File: config.mk
export PLATFORM = sky130hd
export DESIGN_NAME = lfsr
export DESIGN_NICKNAME = d
export VERILOG_FILES = /design/src/rtl/lfsr.sv
export SDC_FILE = /design/constraint.sdc
export NUM_CORES = 1
export LEC_CHECK = 0
export BUFFER_PORTS_ARGS = -buffer_cell sky130_fd_sc_hd__buf_4
export CORE_MARGIN = 2
export CORE_UTILIZATION = 56
export DETAILED_ROUTE_END_ITERATION = 8
export PLACE_DENSITY = 0.8
export SLEW_MARGIN = 40
export SYNTH_ARGS = -nofsm -noshare
export SYNTH_HDL_FRONTEND = slang
export SYNTH_SLANG_ARGS = --single-unit
File: constraint.sdc
create_clock -name in_clk -period 2.6 [get_ports in_clk]
set_clock_uncertainty 0.05 [all_clocks]
set_input_delay 0.39 -clock in_clk [delete_from_list [all_inputs] [get_ports in_clk]]
set_output_delay 0.39 -clock in_clk [all_outputs]
set_load 0.03 [all_outputs]
File: src/rtl/lfsr.sv
// Fibonacci LFSR with XNOR feedback, a built-in step-rate divider, parallel seed load
// and a done flag that is high while the register matches the seed word.
module lfsr #(
  parameter int unsigned NUM_BITS = 25,
  parameter int unsigned STEP_DIV = 1
) (
  input  logic                in_clk,
  input  logic                reset,
  input  logic                enable,
  input  logic                seed_dv,
  input  logic [NUM_BITS-1:0] seed_data,
  output logic [NUM_BITS-1:0] lfsr_data,
  output logic                lfsr_done
);

  localparam int unsigned CNT_W = 32;

  // Single-bit mask for tap t, where tap t selects register bit t-1.
  function automatic logic [31:0] tap_bit(input int unsigned t);
    return 32'd1 << (t - 1);
  endfunction

  // Maximal-length XNOR tap sets, indexed by register width.
  function automatic logic [31:0] tap_mask(input int unsigned n);
    logic [31:0] m;
    m = '0;
    case (n)
      3:  m = tap_bit(3)  | tap_bit(2);
      4:  m = tap_bit(4)  | tap_bit(3);
      5:  m = tap_bit(5)  | tap_bit(3);
      6:  m = tap_bit(6)  | tap_bit(5);
      7:  m = tap_bit(7)  | tap_bit(6);
      8:  m = tap_bit(8)  | tap_bit(6)  | tap_bit(5) | tap_bit(4);
      9:  m = tap_bit(9)  | tap_bit(5);
      10: m = tap_bit(10) | tap_bit(7);
      11: m = tap_bit(11) | tap_bit(9);
      12: m = tap_bit(12) | tap_bit(6)  | tap_bit(4) | tap_bit(1);
      13: m = tap_bit(13) | tap_bit(4)  | tap_bit(3) | tap_bit(1);
      14: m = tap_bit(14) | tap_bit(5)  | tap_bit(3) | tap_bit(1);
      15: m = tap_bit(15) | tap_bit(14);
      16: m = tap_bit(16) | tap_bit(15) | tap_bit(13) | tap_bit(4);
      17: m = tap_bit(17) | tap_bit(14);
      18: m = tap_bit(18) | tap_bit(11);
      19: m = tap_bit(19) | tap_bit(6)  | tap_bit(2) | tap_bit(1);
      20: m = tap_bit(20) | tap_bit(17);
      21: m = tap_bit(21) | tap_bit(19);
      22: m = tap_bit(22) | tap_bit(21);
      23: m = tap_bit(23) | tap_bit(18);
      24: m = tap_bit(24) | tap_bit(23) | tap_bit(22) | tap_bit(17);
      25: m = tap_bit(25) | tap_bit(22);
      26: m = tap_bit(26) | tap_bit(6)  | tap_bit(2) | tap_bit(1);
      27: m = tap_bit(27) | tap_bit(5)  | tap_bit(2) | tap_bit(1);
      28: m = tap_bit(28) | tap_bit(25);
      29: m = tap_bit(29) | tap_bit(27);
      30: m = tap_bit(30) | tap_bit(6)  | tap_bit(4) | tap_bit(1);
      31: m = tap_bit(31) | tap_bit(28);
      32: m = tap_bit(32) | tap_bit(22) | tap_bit(2) | tap_bit(1);
      default: m = '0;
    endcase
    return m;
  endfunction

  localparam logic [31:0]         TAP_MASK_W = tap_mask(NUM_BITS);
  localparam logic [NUM_BITS-1:0] TAPS       = TAP_MASK_W[NUM_BITS-1:0];
  localparam logic [CNT_W-1:0]    CNT_LAST   = CNT_W'(STEP_DIV - 1);

  logic [NUM_BITS-1:0] q_q, q_d;
  logic [CNT_W-1:0]    cnt_q, cnt_d;
  logic                fb;

  // XNOR feedback keeps all-zeros on the sequence; all-ones is the lock-up state.
  assign fb = ~^(q_q & TAPS);

  // Next state: seed load beats stepping; the divider only runs while enabled.
  always_comb begin
    q_d   = q_q;
    cnt_d = cnt_q;
    if (seed_dv) begin
      q_d   = seed_data;
      cnt_d = '0;
    end else if (enable) begin
      if (cnt_q == CNT_LAST) begin
        cnt_d = '0;
        q_d   = {q_q[NUM_BITS-2:0], fb};
      end else begin
        cnt_d = cnt_q + CNT_W'(1);
      end
    end
  end

  always_ff @(posedge in_clk) begin
    if (reset) begin
      q_q   <= '0;
      cnt_q <= '0;
    end else begin
      q_q   <= q_d;
      cnt_q <= cnt_d;
    end
  end

  assign lfsr_data = q_q;
  assign lfsr_done = (q_q == seed_data);

endmodule

==> metrics, run 1 <==
Worst-Margin Slew=approximately 660 ps; CTS tree=yes; fmax=437 MHz; Post-Syn Instances=366; cts hold-fix bufs=0; sequential area share after synthesis=37.3%; Die Ht=77.9 um; first-pass GRT wire length=13.3 mm; P per Cell Area=579 nW/um2; share of cells above drive strength 1=roughly a fifth; remaining routing DRC violations=0; RSZ-0062 raised after global routing=no; Initial DRC Count=259; boundary pin count=between 50 and 60; startpoint types=register; Hold Vio Cnt, Final=0; Post-Syn Nets=just under 400; Syn Area/Cell=8.35 um2; fin area=3700 um2; dpl ws=410 ps; Post-DP Area=3490 um2; WP data arrival=roughly 1900 ps; Seq cells post-synth=57; crit path kind=reg2out; post-CTS sizing=0; clock root buffer=clkbuf_8; Die W=77.9 um; Initial DRT Pass Iterations=5; ANT nets after route=0; Starting Density=59.1%; outcome=finished clean; Clock Tree Buf Depth=2; max-slew violations=0; final period utilization=87.9%; clk sinks=57; CTS H-tree depth=3; Worst-path clk slew=60 ps; Setup Total Neg Slack=0 ps; row count=26; Ys Warns=0; Relative slew margins=56.2%; crit path time final=2290 ps; vias in the first global route=2821; Total GRT Usage=27.5%; HP Class=in2reg; Final Total Pwr=0.00214 W; Syn-to-layout area delta=21.1%; Num CTS Buffers=9; Synth Cell Area=3060 um2; final setup fails=0; Clk Latency, worst-skew pair=340 ps; worst path required time=2160 ps; routed wire length=7.80 mm; MaxCap Viol Count=0; I/O Buffers=between 50 and 60; Post-DP HPWL=5.36 mm; Max VDD drop=0.000474 V; setup bufs post-CTS=0; wire per inst=16.0 um; Die Area=6060 um2; nets=445; gr ovfl total=0; GP Congestion=between 0.8 and 0.9; # fillers=417; Crit Path Max Fanout=4; post-route setup slack=between 300 and 400 ps; CP Capture Type=output port; via density per instance=just over 6; Core ar.=5170 um2; Distinct cells, synth=34; initial antenna violation count=0; ant diodes=0; largest net degree at the start of global routing=33; DR vias=3005; static leakage=approximately 1.3 nW
==> critical path, stage by stage (launching register included) <==
cell and delay (ps):
dfxtp_1 360, xor2_1 180, nor4_1 360, nand3_1 140
nor4_1 240, buf_4 220
==> path summary, 6_finish.rpt <==
path,depth (start not counted),startpoint,end,slack [ps]
worst min-delay path,3,seed_data[2],lfsr_data[2],280
worst max-delay path,5,lfsr_data[17],lfsr_done,310
worst max register to register,6,cnt_q[0],lfsr_data[7],360
worst min register to register,2,cnt_q[23],cnt_q[23],440
==> layer usage <==
metal  routed length [um]  track usage (%)  vias up
met5                    0                0        -
met4                  166             13.9        0
met3                  471             6.51       17
met2                 3750             44.4      107
met1                 3410             34.1     1410
li1                     -                -     1471
==> synth_stat cells, drive strengths merged <==
master / instances / area, um2
xor2: 24 / 210
nand4: 15 / 100
clkbuf: 15 / 56.3
nor3: 1 / 5.00
ha: 2 / 25.0
and3: 9 / 56.3
nor2: 50 / 188
a2111oi: 9 / 78.8
nand3: 32 / 165
o21ai: 24 / 124
nor4b: 2 / 17.5
o31ai: 10 / 75.1
or4: 11 / 86.3
or3: 7 / 43.8
and2: 1 / 7.51
xnor2: 16 / 140
a21oi: 17 / 85.1
dfxtp: 57 / 1140
buf: 11 / 73.8
a311oi: 16 / 140
inv: 3 / 11.3
nand2: 10 / 40.0
and4: 11 / 100
nor4: 12 / 75.1
mux2i: 1 / 10.0
==> registers in the layout, indices dropped and copies added (netlist names) <==
register / count
cnt_q: 32
lfsr_data: 25
==> cell usage in the layout (no fill, tap or decap), drive strengths merged, types with 11 or more instances in the layout <==
| cell | n |
|---|---|
| dfxtp | 57 |
| o21ai | 24 |
| clkbuf | 13 |
| and4 | 11 |
| nor2 | 50 |
| nand4 | 15 |
| xnor2 | 16 |
| or4 | 11 |
| xor2 | 24 |
| a21oi | 17 |
| nand3 | 32 |
| buf | 63 |
| a311oi | 16 |
| nor4 | 12 |
==> cells by family after synthesis <==
kind of cell	Yosys count	synth area share, %
AND/OR/NAND/NOR	161	29.0
XOR/XNOR	40	11.5
flip-flops	57	37.3
multiplexers	1	0.328
AO/OA/AOI/OAI	76	16.5
buffers and inverters	29	4.63
adder cells (fa/ha/maj)	2	0.819
==> through the flow <==
step	instances	hold WS [ps]	util, %
3_3_place_gp	473	417	67.4
5_1_grt	488	293	71.5
2_1_floorplan	366	402	-
3_5_place_dp	473	430	67.4
4_1_cts	488	284	71.5
6_report	488	285	71.5
==> where the power goes <==
| part | switching (W) | internal, W | total (W) |
|---|---|---|---|
| combinational | 0.000182 | 0.000133 | 0.000315 |
| clock | 0.000345 | 0.000540 | 0.000885 |
| sequential | 0.0000366 | 0.000905 | 0.000942 |
| total | 0.000564 | 0.00158 | 0.00214 |
==> layout make-up <==
class | instances | area, um2 | share of cell area (%)
Sequential cell | 57 | 1140 | 30.8
Clock buffer | 13 | 179 | 4.84
Tap cell | 70 | 87.6 | 2.37
Multi-Input combinational cell | 280 | 1770 | 47.9
Timing Repair Buffer | 63 | 473 | 12.8
Inverter | 3 | 11.3 | 0.304
Clock inverter | 2 | 35.0 | 0.947
(Power assumes the default switching activity.)
==> run 2, diff against run 1 <==
--- a/config.mk
+++ b/config.mk
@@ -10,6 +10,7 @@
 export CORE_UTILIZATION = 56
 export DETAILED_ROUTE_END_ITERATION = 8
 export PLACE_DENSITY = 0.8
+export RECOVER_POWER = 50
 export SLEW_MARGIN = 40
 export SYNTH_ARGS = -nofsm -noshare
 export SYNTH_HDL_FRONTEND = slang
==> run 2 against run 1 <==
Count of clock-buffer cells in the layout unchanged. Critical endpoint is now cnt_q[13]. Core utilization decreased by 2.0 points. Design area decreased by 2.8%. First-iteration DRC count increased by 8.1%. Via count barely moved. Power decreased by 1.4%. Critical path type is now reg2reg. Worst hold slack better by 1.8 ps.
==> metrics, run 2 (same netlist as run 1, synthesis figures left out) <==
outcome=finished clean; ant diodes=0; Post-DP HPWL=5.36 mm; Inst Count DP=473; Comb power frac=13.7%; Total GRT Usage=27.5%; max-slew violations=0; first-pass GRT wire length=between 10 and 15 mm; share of cells above drive strength 1=14.6%; Die Area=roughly 6000 um2; Post-DP Area=between 3000 and 4000 um2; static leakage=~1.2 nW; Clock Tree Buf Depth=2; Worst-Margin Slew=656 ps; setup bufs post-CTS=0; Max VDD drop=0.000450 V; Die W=slightly below 80 um; sw power=0.000558 W; fmax=about 430 MHz; WP data arrival=2480 ps; crit path time final=2340 ps; CTS tree=yes; DR vias=3006; fin area=between 3000 and 4000 um2; largest net degree at the start of global routing=33; clock root buffer=clkbuf_8; remaining routing DRC violations=0; row count=26; startpoint types=register; GP Congestion=0.862; Worst-path clk slew=60 ps; Core ar.=slightly above 5000 um2; Relative slew margins=~56%; final period utilization=90.0%; cts hold-fix bufs=0; Initial DRT Pass Iterations=4; P per Cell Area=587 nW/um2; post-CTS sizing=0; Non-Filler Instances=around 490; internal power=0.00155 W; CP Capture Type=register; I/O Buffers=54; ANT nets after route=0; boundary pin count=55; clk sinks=57; HP Class=in2reg; Die Ht=77.9 um; Starting Density=around three fifths; via density per instance=about 6.2; switching share of total power=26.5%; routed wire length=7.80 mm; Sequential Power Share=44.6%; Setup Total Neg Slack=0 ps; worst path required time=approximately 2700 ps; final core area utilization=69.5%; flip-flop count of the largest register after layout=32; CTS H-tree depth=3; clock share of power=41.7%; Crit Path Max Fanout=32; nets=445; initial antenna violation count=0; final setup fails=0; Initial DRC Count=280; Hold Vio Cnt, Final=0; RSZ-0062 raised after global routing=no; Syn-to-layout area delta=17.7%; most frequent cells in the layout=57 x dfxtp_1, 50 x nor2_1, 36 x buf_4; Num CTS Buffers=9; top register by number of flip-flops=cnt_q; wire per inst=around 16 um; MaxCap Viol Count=0; Clk Latency, worst-skew pair=340 ps; crit path kind=reg2reg; vias in the first global route=2821; gr ovfl total=0; commonest non-fill, non-tap cell in the layout=dfxtp_1
run 2: cell types whose count changed in the layout (fill, tap and decap cells not counted):
| cell | change |
|---|---|
| buf_4 | -27 |
| o21ai_0 | +1 |
| o21ai_2 | -1 |
| clkbuf_2 | +2 |
| clkbuf_1 | +25 |
run 2: final timing paths:
path	from	to	slack, ps	cells past startpoint
setup / recovery	cnt_q[3]	cnt_q[13]	260	6
hold / removal	seed_data[1]	lfsr_data[1]	290	3
setup reg to reg	cnt_q[3]	cnt_q[13]	260	6
hold reg to reg	cnt_q[23]	cnt_q[23]	440	2
run 2: layout make-up:
cell class                 count  area (um2)
fill                         445        1580
inverter                       3        11.3
sequential                    57        1140
tap                           70        87.6
clock buffer                  13         179
clock inverter                 2        35.0
timing repair buffer          63         374
multi-input combinational    280        1770
run 2: worst max-delay path: stages (launching register included):
cell	delay, ps
dfxtp_1	450
nor4b_1	380
nand4_1	140
clkbuf_2	290
o21ai_0	210
clkbuf_2	540
a21oi_1	110
run 2: per-layer routing:
| layer | GRT usage, % | wire length, um | part of all wire [%] | vias up |
|---|---|---|---|---|
| li1 | - | - | - | 1475 |
| met2 | 44.4 | 3730 | 48 | 103 |
| met3 | 6.51 | 499 | 6.4 | 17 |
| met4 | 13.9 | 176 | 2.3 | 0 |
| met5 | 0 | 0 | 0 | - |
| met1 | 34.1 | 3400 | 44 | 1411 |
run 2: power by group through the flow:
stage	registers [W]	clock network [W]	logic (W)
CTS	0.000941	0.000890	0.000314
global route	0.000945	0.000929	0.000313
floorplan	0.00101	0	0.000131
detailed placement	0.000960	0	0.000312
finish	0.000941	0.000880	0.000289
global placement	0.000959	0	0.000309
run 2: metrics by stage:
| stage | hold slack (ps) | setup WS [ps] | total power [W] |
|---|---|---|---|
| floorplan | 402 | 210 | 0.00114 |
| global placement | 417 | 540 | 0.00127 |
| detailed placement | 430 | 410 | 0.00127 |
| CTS | 284 | 303 | 0.00214 |
| global route | 293 | 59.7 | 0.00219 |
| finish | 286 | 259 | 0.00211 |
